### config.mk
export PLATFORM = sky130hd
export DESIGN_NAME = stack_level_controller
export DESIGN_NICKNAME = d
export VERILOG_FILES = /design/src/rtl/stack_level_controller.sv
export SDC_FILE = /design/constraint.sdc
export NUM_CORES = 1
export LEC_CHECK = 0
export ABC_CLOCK_PERIOD_IN_PS = 2400
export BUFFER_PORTS_ARGS = -buffer_cell sky130_fd_sc_hd__buf_2
export CAP_MARGIN = 15
export CORE_UTILIZATION = 45
export DETAILED_ROUTE_END_ITERATION = 16
export PLACE_DENSITY = 0.66
export REMOVE_ABC_BUFFERS = 1
export SYNTH_ARGS = -nofsm -noshare
export SYNTH_HDL_FRONTEND = slang
export SYNTH_SLANG_ARGS = --single-unit
### constraint.sdc
create_clock -name clk -period 2.4 [get_ports clk]
set_input_delay 0 -clock clk [delete_from_list [all_inputs] [get_ports clk]]
set_output_delay 0 -clock clk [all_outputs]
set_load 0.01 [all_outputs]
### src/rtl/stack_level_controller.sv
// Block-stacker level sequencer: walks the moving row, resolves drops against
// the row below, emits landed-row writes and tracks speed / win / lose.
module stack_level_controller #(
  parameter int         NUM_COLS   = 8,
  parameter int         NUM_ROWS   = 12,
  parameter int         INIT_WIDTH = 3,
  parameter logic [3:0] INIT_SPEED = 4'd10,
  parameter logic [3:0] SPEED_STEP = 4'd1,
  parameter logic [3:0] MIN_SPEED  = 4'd1
) (
  input  logic                clk,
  input  logic                reset,
  input  logic                start,
  input  logic                drop,
  input  logic                tick,
  output logic                fc_enable,
  output logic                fc_reset_n,
  output logic [3:0]          speed_count,
  output logic [NUM_COLS-1:0] move_mask,
  output logic [3:0]          move_row,
  output logic                place_we,
  output logic [3:0]          place_row,
  output logic [NUM_COLS-1:0] place_mask,
  output logic                win,
  output logic                lose
);

  localparam logic [2:0] S_IDLE  = 3'd0;
  localparam logic [2:0] S_MOVE  = 3'd1;
  localparam logic [2:0] S_PLACE = 3'd2;
  localparam logic [2:0] S_WIN   = 3'd3;
  localparam logic [2:0] S_LOSE  = 3'd4;

  localparam logic [NUM_COLS-1:0] FULL_MASK = {NUM_COLS{1'b1}};
  localparam logic [NUM_COLS-1:0] INIT_MASK = FULL_MASK >> (NUM_COLS - INIT_WIDTH);
  localparam logic [3:0]          LAST_ROW  = 4'(NUM_ROWS - 1);

  logic [2:0]          state;
  logic                dir;        // 0: toward MSB (left), 1: toward LSB (right)
  logic                tick_q;
  logic [NUM_COLS-1:0] prev_mask;
  logic [NUM_COLS-1:0] land;
  logic [NUM_COLS-1:0] land_next;
  logic [NUM_COLS-1:0] step_mask;
  logic                step_dir;
  logic                tick_rise;

  // Lower the period by SPEED_STEP, clamped at MIN_SPEED; widened so a small
  // speed never wraps through zero.
  function automatic logic [3:0] speed_down(input logic [3:0] s);
    logic [4:0] floor_sum;
    floor_sum = {1'b0, MIN_SPEED} + {1'b0, SPEED_STEP};
    if ({1'b0, s} >= floor_sum) return s - SPEED_STEP;
    else                        return MIN_SPEED;
  endfunction

  assign fc_enable  = (state == S_MOVE);
  assign fc_reset_n = (state == S_MOVE);
  assign tick_rise  = tick & ~tick_q;
  assign land_next  = move_mask & prev_mask;

  // One-column step with bounce; a full-width block has nowhere to go.
  always_comb begin
    step_mask = move_mask;
    step_dir  = dir;
    if (move_mask != FULL_MASK) begin
      if (!dir) begin
        if (move_mask[NUM_COLS-1]) begin
          step_dir  = 1'b1;
          step_mask = move_mask >> 1;
        end else begin
          step_mask = move_mask << 1;
        end
      end else begin
        if (move_mask[0]) begin
          step_dir  = 1'b0;
          step_mask = move_mask << 1;
        end else begin
          step_mask = move_mask >> 1;
        end
      end
    end
  end

  always_ff @(posedge clk) begin
    if (reset) begin
      state       <= S_IDLE;
      dir         <= 1'b0;
      tick_q      <= 1'b0;
      prev_mask   <= FULL_MASK;
      land        <= '0;
      speed_count <= INIT_SPEED;
      move_mask   <= '0;
      move_row    <= '0;
      place_we    <= 1'b0;
      place_row   <= '0;
      place_mask  <= '0;
      win         <= 1'b0;
      lose        <= 1'b0;
    end else begin
      tick_q <= tick;
      case (state)
        S_IDLE, S_WIN, S_LOSE: begin
          if (start) begin
            state       <= S_MOVE;
            move_mask   <= INIT_MASK;
            move_row    <= '0;
            dir         <= 1'b0;
            prev_mask   <= FULL_MASK;
            speed_count <= INIT_SPEED;
            win         <= 1'b0;
            lose        <= 1'b0;
          end
        end
        S_MOVE: begin
          // Drop wins over a coincident tick so PLACE sees the pre-step mask.
          if (drop) begin
            state      <= S_PLACE;
            land       <= land_next;
            place_we   <= |land_next;
            place_row  <= move_row;
            place_mask <= land_next;
          end else if (tick_rise) begin
            move_mask <= step_mask;
            dir       <= step_dir;
          end
        end
        S_PLACE: begin
          place_we <= 1'b0;
          if (land == '0) begin
            state <= S_LOSE;
            lose  <= 1'b1;
          end else begin
            prev_mask <= land;
            if (move_row == LAST_ROW) begin
              state <= S_WIN;
              win   <= 1'b1;
            end else begin
              state       <= S_MOVE;
              move_row    <= move_row + 4'd1;
              move_mask   <= land;
              speed_count <= speed_down(speed_count);
            end
          end
        end
        default: state <= S_IDLE;
      endcase
    end
  end

endmodule

==> Word level (Yosys, flattened, before mapping) <==
Cells that the tools add are included.
{ "word_totals": {"output_inout_bits": 33, "reg_bits": 44, "wordCells": 92, "in_bits": 5} }
{ "classes": {"reduce_logical": 17, "n_eq_ne": 15, "magnitude_cmp": 1, "bitwise": 3, "mux": 42, "n_addsub": 2} }
{ "op_table": {"columns": ["cell", "n"], "rows": [
  ["8-bit 2-to-1 mux", 11],
  ["4-bit 2-to-1 mux", 7],
  ["8-bit one-hot mux with 3 select lines", 1],
  ["4-bit one-hot mux with 2 select lines", 2],
  ["8-bit one-hot mux with 2 select lines", 1],
  ["2-bit != test, second input constant", 7],
  ["1-bit 2-to-1 mux", 11],
  ["3-bit 2-to-1 mux", 3],
  ["3-bit one-hot mux with 3 select lines", 1],
  ["8-bit AND", 1],
  ["8-bit logical NOT", 1],
  ["8-bit != test, second input constant", 1],
  ["1-bit one-hot mux with 2 select lines", 4],
  ["4-bit AND reduction", 2],
  ["8-bit OR reduction", 1],
  ["7-bit AND reduction", 1],
  ["3-bit by 2-bit equality test with 1-bit output, second input constant", 2],
  ["2-bit AND reduction", 3],
  ["3-bit AND reduction", 2],
  ["2-bit nonzero test", 3],
  ["5-bit AND reduction", 1],
  ["4-bit by 1-bit adder with 4-bit output, second input constant", 1],
  ["4-bit equality test, second input constant", 1],
  ["4-bit by 2-bit >= comparator with 1-bit output, second input constant", 1],
  ["other kinds (10)", 11]
]} }

==> Logic depth before layout (Yosys ltp) <==
Gate-level depths: netlist (run 1).
{ "depth": {"ltp_word": 6, "mapped_depth": 9, "depth_no_buf": 7} }

==> Least setup slack after synthesis (run 1) <==
OpenSTA, ideal clock, no wires.
{ "synth_path": {"path_kind": "reg2reg", "start": "register land[3]", "end": "register move_mask[2]", "arrival_time_ns": 1.767, "n_path_buf": 1, "stages_incl_launch_ff": 7, "setup_time_ns": 0.086, "required_ns": 2.314, "period_less_slack_ns": 1.853, "path_slack_ns": 0.547, "path_cell_list": "dfxtp_1 -> or4_4 -> nor2_4 -> o311ai_4 -> and2_1 -> buf_6 -> a221oi_2"} }
{ "synth_between": {"elab_chain_len": 3} }
{ "synth_rtl": {"columns": ["element", "line_no", "source"], "rows": [
  ["start, declared", "42", "logic [NUM_COLS-1:0] land;"],
  ["start signal, assigned", "119", "land <= land_next;"],
  ["8-bit logical NOT", "130", "if (land == '0) begin"],
  ["2-bit != test (no source line)", null, null],
  ["7-bit AND reduction (no source line)", null, null],
  ["end signal, assigned", "124", "move_mask <= step_mask;"],
  ["end signal, assigned", "141", "move_mask <= land;"],
  ["end, declared", "19", "output logic [NUM_COLS-1:0] move_mask,"]
]} }
No other way between the ends.
A chain may end at the register's enable or synchronous reset.

==> Worst setup path in the final report (run 1) <==
{ "layout_path": {"start": "register state[2]", "end": "register land[0]"} }
{ "layout_between": {"elab_chain_len": 2} }
{ "layout_rtl": {"columns": ["element", "line_no", "source"], "rows": [
  ["start, declared", "38", "logic [2:0] state;"],
  ["start signal, assigned", "87", "state <= S_IDLE;"],
  ["start signal, assigned", "105", "state <= S_MOVE;"],
  ["start signal, assigned", "118", "state <= S_PLACE;"],
  ["3-bit by 1-bit equality test with 1-bit output", "102", "case (state)"],
  ["2-bit AND reduction (no source line)", null, null]
]} }
No other way between the ends.

==> qor.yml, run 1 <==
path_buf_inv: 1
vias: 2089
netlist_area_um2: 2250
synth_edf_count: 0
worstSkewPairLatency_ns: 0.30
hold_path_depth: 2
p_seq_share_pct: 41.2
area_growth_pct: 15.80
ys_seq_area_share_pct: 39.15
slew_headroom_pct: 65.82
wl_per_cell_um: 15.46
switching_share_pct: 38.49
fillCellCount: 460
cts_buffers: 5
clkPwrFrac_pct: 23.7
synth.distinct_cells: 50
yosys.area_share.simple_pct: 23.97
tightest_slew_ns: 0.5080
synth-xor-area-share_pct: 0
cp-end-kind: "flip-flop"
num_antenna_cells: 0
power.switching_mw: 0.9508
cts_root_buf: "clkbuf_8"
r2r_cells: 6
ctsHtreeMaxLevel: 2
drtIter0Drc: 210
r2r-start: "state[2]"
syn-instance-count: 271
setup_viol: 0
cp.depth: 6
final_cell_mix: "dfxtp_1, nand2_1, a21oi_1, buf_2, nand3_1"
num_rows: 25
cts_setup_buffers: 0
path_clk_slew_ns: 0.09
synthAdderAreaFrac_pct: 1.669
die_x_um: 72.71
fin_nets: 316
grt_pass1_vias: 1880
synth_compound_area_share_pct: 26.59
max_freq_ghz: 0.4642
route.detailed.drc: 0
max-vdd-ir-drop_mv: 0.4489
async_flop_share_pct: 0
p_int_mw: 1.519
synth_top_flop_cell: "dfxtp_1"
wl_um: 5813
status: "complete, no violations"
rsz0062_at_grt: "no"
grt_max_degree: 18
clk_path_buf_depth: 2
min_period_over_period_pct: 89.76
initial_utilization_pct: 47.32
grt_pass1_wl_um: 9466
synth_top_family_by_area: "compound AO/OA/AOI/OAI gates"
critPathKind: "reg -> reg"
layout_commonest_cell: "dfxtp_1"
crit_start: "state[2]"
r2r-end: "land[0]"
crit_end: "land[0]"
clock_skew_ns: 0.005571
viasPerCell: 5.556
start_kind: "flip-flop"
drv_slew: 0
period_minus_slack_ns: 2.154
cp_slowest_cell: "and2_1"
fin_hold_ws_ns: 0.08667
cp_max_fo: 12
top_level_ports: 38
cp_top_family: "simple AND/OR/NAND/NOR gates"
pwr_density_cell_nw_per_um2: 948.1
cts.sinks: 44
synth_warnings: 0
port_buffers: 37
gr-total-overflow: 0
drv_cap: 0
avgSynthCellArea_um2: 8.301
combPwrFrac_pct: 35.1
detail-route-antenna-nets: 0
antenna_found_initial: 0
core-area_um2: 4755
die_h_um: 72.71
die-area_um2: 5286
dr.pass1.iters: 4
reg2reg_setup_slack_ns: 0.25
ys_ff_latch: 44
hp-class: "in -> reg"
drive_gt1_share_pct: 22.33
gr-usage-all-layers_pct: 23.48
gp_congestion: 0.8318
cp_cell_sequence: "and2b_1 > nand2b_1 > inv_1 > and2_1 > nand3_1 > a21oi_1"
hold_violations: 0
setup_tns_ns: 0
worstPathArrival_ns: 2.39
post_cts_resized: 0
max_stage_delay_ns: 0.48
leakage_nw: 1.027
cts_tree: "yes"
synthMuxAreaShare_pct: 2.892
hold_buffers: 1
cp.required_ns: 2.64
post-dp-hpwl_um: 4157
[synth_stat cells (5+ instances only)]
master / n / share of area (%)
a22oi_1: 6 / 2.0
nand2b_1: 5 / 1.4
clkbuf_1: 6 / 1.0
nand3_1: 20 / 4.4
inv_1: 10 / 1.7
o21ai_0: 12 / 2.7
a21oi_1: 37 / 8.2
dfxtp_1: 44 / 39
a211oi_1: 8 / 2.7
nor2b_1: 5 / 1.4
nand2_1: 38 / 6.3
nor2_1: 10 / 1.7
nor3_1: 9 / 2.0
[routing by layer]
layer | wire [um] | global-route usage (%) | vias to the layer above
met2 | 2540 | 34.58 | 54
met1 | 2945 | 33.93 | 969
met4 | 74 | 8.061 | 0
met3 | 252 | 4.834 | 9
met5 | 0 | 0 | -
li1 | - | - | 1057
[worst min path at each step]
stage	startpoint	to	slack (ns)
detailed placement	tick	tick_q	0.23
CTS	reset	state[2]	0.08
finish	reset	state[2]	0.09
global route	reset	state[2]	0.09
floorplan	reset	move_mask[2]	0.07
global placement	tick	tick_q	0.23
[area by class of cell]
class                           instances  area (um^2)  share of cell area, %
Clock buffer                            5        68.82                  2.642
Clock inverter                          3        46.29                  1.777
Tap cell                               67        83.83                  3.218
Timing Repair Buffer                   45        247.7                  9.510
Sequential cell                        44        880.8                  33.81
Multi-Input combinational cell        202         1240                  47.60
Inverter                               10        37.54                  1.441
[registers in the layout (all words and copies together) (netlist names), 3 cells and up]
name and flops:
land 8, state 3, move_row 4, place_row 4, move_mask 8, speed_count 4, prev_mask 8
[per-stage QoR]
stage,util (%),std cells,worst slack (ns),area (um^2),total power [mW]
after floorplan,-,256,0.1508,2158,1.595
after global placement,52.16,367,0.3528,2480,1.882
after detailed placement,52.16,367,0.3104,2480,1.886
after CTS,54.79,376,0.2962,2605,2.477
after global routing,54.79,376,0.05626,2605,2.630
final,54.79,376,0.2457,2605,2.470
[worst reg2reg max path, delay by kind of cell, from the launching register on]
kind / cells / cell delay [ns]
flops: 1 / 0.44
buf+inv: 1 / 0.32
compound gates: 1 / 0.14
simple gates: 4 / 1.19
[power by group through the flow]
stage,clock [mW],sequential [mW],combinational [mW]
after floorplan,0,1.02,0.580
after detailed placement,0,1.03,0.856
after global placement,0,1.03,0.852
after CTS,0.600,1.01,0.864
after global routing,0.628,1.04,0.963
final,0.586,1.02,0.866
[cells by family after synthesis]
kind of cell / Yosys count
flip-flops: 44
AND/OR/NAND/NOR: 106
AO/OA/AOI/OAI: 87
buffers and inverters: 25
adder cells (fa/ha/maj): 3
multiplexers: 6
Power figures use the tool's default switching activity.
==> run 2: changes to the inputs <==
--- a/config.mk
+++ b/config.mk
@@ -5,7 +5,7 @@
 export SDC_FILE = /design/constraint.sdc
 export NUM_CORES = 1
 export LEC_CHECK = 0
-export ABC_CLOCK_PERIOD_IN_PS = 2400
+export ABC_CLOCK_PERIOD_IN_PS = 2500
 export BUFFER_PORTS_ARGS = -buffer_cell sky130_fd_sc_hd__buf_2
 export CAP_MARGIN = 15
 export CORE_UTILIZATION = 45
==> constraint.sdc (replaced) <==
create_clock -name clk -period 2.5 [get_ports clk]
set_input_delay 0 -clock clk [delete_from_list [all_inputs] [get_ports clk]]
set_output_delay 0 -clock clk [all_outputs]
set_load 0.01 [all_outputs]
==> run 2 against run 1 <==
Hold slack better by 0.054 ns; routed wire length is 0.52% higher; clock power fell by 18%; global-route usage shrank 0.16 points; largest cell class unchanged; fmax fell by 0.24%; first-iteration DRC count fell by 20%.
==> qor.yml, run 2 (synthesis results as in run 1) <==
status: "complete, no violations"
cts_buffers: 5  # unchanged
initial_utilization_pct: 47.32  # unchanged
max-vdd-ir-drop_mv: 0.3718  # -17%
rsz0062_at_grt: "no"
pwr_density_cell_nw_per_um2: 885.4  # -6.6%
worstPathArrival_ns: 2.38  # about the same
r2r-end: "place_we"
worstSkewPairLatency_ns: 0.30  # about the same
fin_hold_ws_ns: 0.1412  # +0.05449 ns
tightest_slew_ns: 0.4906  # -0.01736 ns
cp_max_fo: 14  # +2
wl_per_cell_um: 15.62  # +1.1%
post-dp-hpwl_um: 4176  # +0.45%
switching_share_pct: 38.85  # +0.36 points
viasPerCell: 5.695  # +2.5%
slew_headroom_pct: 66.99  # +1.2 points
hold_violations: 0  # unchanged
grt_pass1_vias: 1875  # -0.27%
period_minus_slack_ns: 2.159  # +0.005188 ns
cts.sinks: 44  # unchanged
drv_cap: 0  # unchanged
r2r-start: "state[2]"
grt_pass1_wl_um: 9528  # +0.65%
setup_viol: 0  # unchanged
grt_max_degree: 29  # +11
num_rows: 25  # unchanged
min_period_over_period_pct: 86.38  # -3.4 points
die_x_um: 72.71  # unchanged
total_power_mw: 2.287  # -7.4%
final_cell_mix: "dfxtp_1, nand2_1, a21oi_1, buf_2, nand3_1"
hp-class: "in -> reg"
whs_endpoint: "state[0]"
leakage_nw: 1.018  # -0.92%
die_h_um: 72.71  # unchanged
drv_slew: 0  # unchanged
largestRegisters: "land: 8 flops, move_mask: 8 flops, prev_mask: 8 flops"
dr.pass1.iters: 4  # unchanged
detail-route-antenna-nets: 0  # unchanged
clkPwrFrac_pct: 21.1  # -2.6 points
cts_tree: "yes"
place_inst: 365  # -0.54%
fillCellCount: 474  # +3.0%
power.switching_mw: 0.8883  # -6.6%
vias: 2130  # +2.0%
cts_setup_buffers: 0  # unchanged
core-area_um2: 4755  # unchanged
route.detailed.drc: 0  # unchanged
area_growth_pct: 14.79
cts_root_buf: "clkbuf_8"
gr-usage-all-layers_pct: 23.32  # -0.16 points
clk_path_buf_depth: 2  # unchanged
critPathKind: "reg -> reg"
ctsHtreeMaxLevel: 2  # unchanged
die-area_um2: 5286  # unchanged
setup_tns_ns: 0  # unchanged
wl_met1_um: 2853  # -3.1%
num_antenna_cells: 0  # unchanged
fin_nets: 315  # -0.32%
reg2reg_setup_slack_ns: 0.34  # +0.09 ns
drive_gt1_share_pct: 21.82  # -0.51 points
max_freq_ghz: 0.4631  # -0.24%
routed.top_layer: "met4"
met3_length_um: 280  # +11%
path_clk_slew_ns: 0.08  # about the same
top_level_ports: 38  # unchanged
hold_path_depth: 3  # +1
instances_no_fill: 374  # -0.53%
hold_path_startpoint: "drop"
p_int_mw: 1.398  # -8.0%
p_seq_share_pct: 42.9  # +1.7 points
wl_um: 5843  # +0.52%
cp.required_ns: 2.72  # +0.08 ns
gp_congestion: 0.8548  # +2.8%
routed-wl-met2_um: 2561  # +0.83%
start_kind: "flip-flop"
layout_commonest_cell: "dfxtp_1"
clock_skew_ns: 0.006724  # +0.001153 ns
r2r_cells: 7  # +1
cp-end-kind: "flip-flop"
antenna_found_initial: 0  # unchanged
drtIter0Drc: 167  # -20%
port_buffers: 37  # unchanged
combPwrFrac_pct: 36.0  # +0.9 points
gr-total-overflow: 0  # unchanged
==> run 2: cell count changes in the layout (fill, tap and decap cells not counted), sizes merged <==
| cell | previous run | this run |
|---|---|---|
| dlygate4sd3 | 1 | 2 |
| bufinv | 1 | 0 |
| buf | 44 | 42 |
| clkbuf | 5 | 7 |
| inv | 11 | 10 |
| clkinvlp | 1 | 0 |
==> run 2: what timing repair did <==
item / 4_1_cts / 5_1_grt
setup endpoints to repair: 0 / 1
resized for setup: 0 / 1
endpoints found under the hold margin: 4 / 0
hold buffers: 2 / 0
==> run 2: worst max-delay path: stages, from the launching register on <==
cell and delay [ns]:
dfxtp_1 0.45, and2b_1 0.36, nand2b_1 0.17, inv_1 0.30, nand2_1 0.35, a31oi_1 0.26
a21oi_1 0.06, nor3_1 0.13
==> run 2: how the worst max path moves through the flow <==
stage,from,endpoint,slack (ns)
2_1_floorplan,state[1],speed_count[3],0.25
4_1_cts,state[0],place_we,0.24
3_5_place_dp,state[0],place_we,0.27
3_3_place_gp,state[0],place_we,0.39
6_report,state[2],place_we,0.34
5_1_grt,state[2],place_we,0.12
==> run 2: power groups by stage <==
stage	logic, mW	registers, mW	clock network [mW]
final	0.822	0.982	0.482
after detailed placement	0.817	0.992	0
after global routing	0.911	1.00	0.516
after CTS	0.823	0.975	0.491
after global placement	0.807	0.992	0
after floorplan	0.557	0.975	0
==> run 2: layout make-up <==
cell class / instances / area, um^2 / share of cell area (%)
clock buffers: 7 / 96.34 / 3.731
flip-flops and latches: 44 / 882.1 / 34.16
inverters: 10 / 37.54 / 1.453
repair buffers: 44 / 242.7 / 9.399
well taps: 67 / 83.83 / 3.246
multi-input cells: 202 / 1240 / 48.01
==> run 2: metal layers <==
metal / track usage [%] / up-vias
met3: 3.729 / 12
met1: 34.13 / 1005
li1: - / 1057
met4: 8.715 / 0
met5: 0 / -
met2: 34.27 / 56
==> run 2: stage by stage <==
step                      setup WS, ns  utilization, %  instance area, um^2
after floorplan                 0.2508               -                 2158
final                           0.3405           54.32                 2582
after CTS                       0.2419           54.29                 2581
after global placement          0.3897           51.84                 2465
after global routing            0.1246           54.32                 2582
after detailed placement        0.2723           51.84                 2465
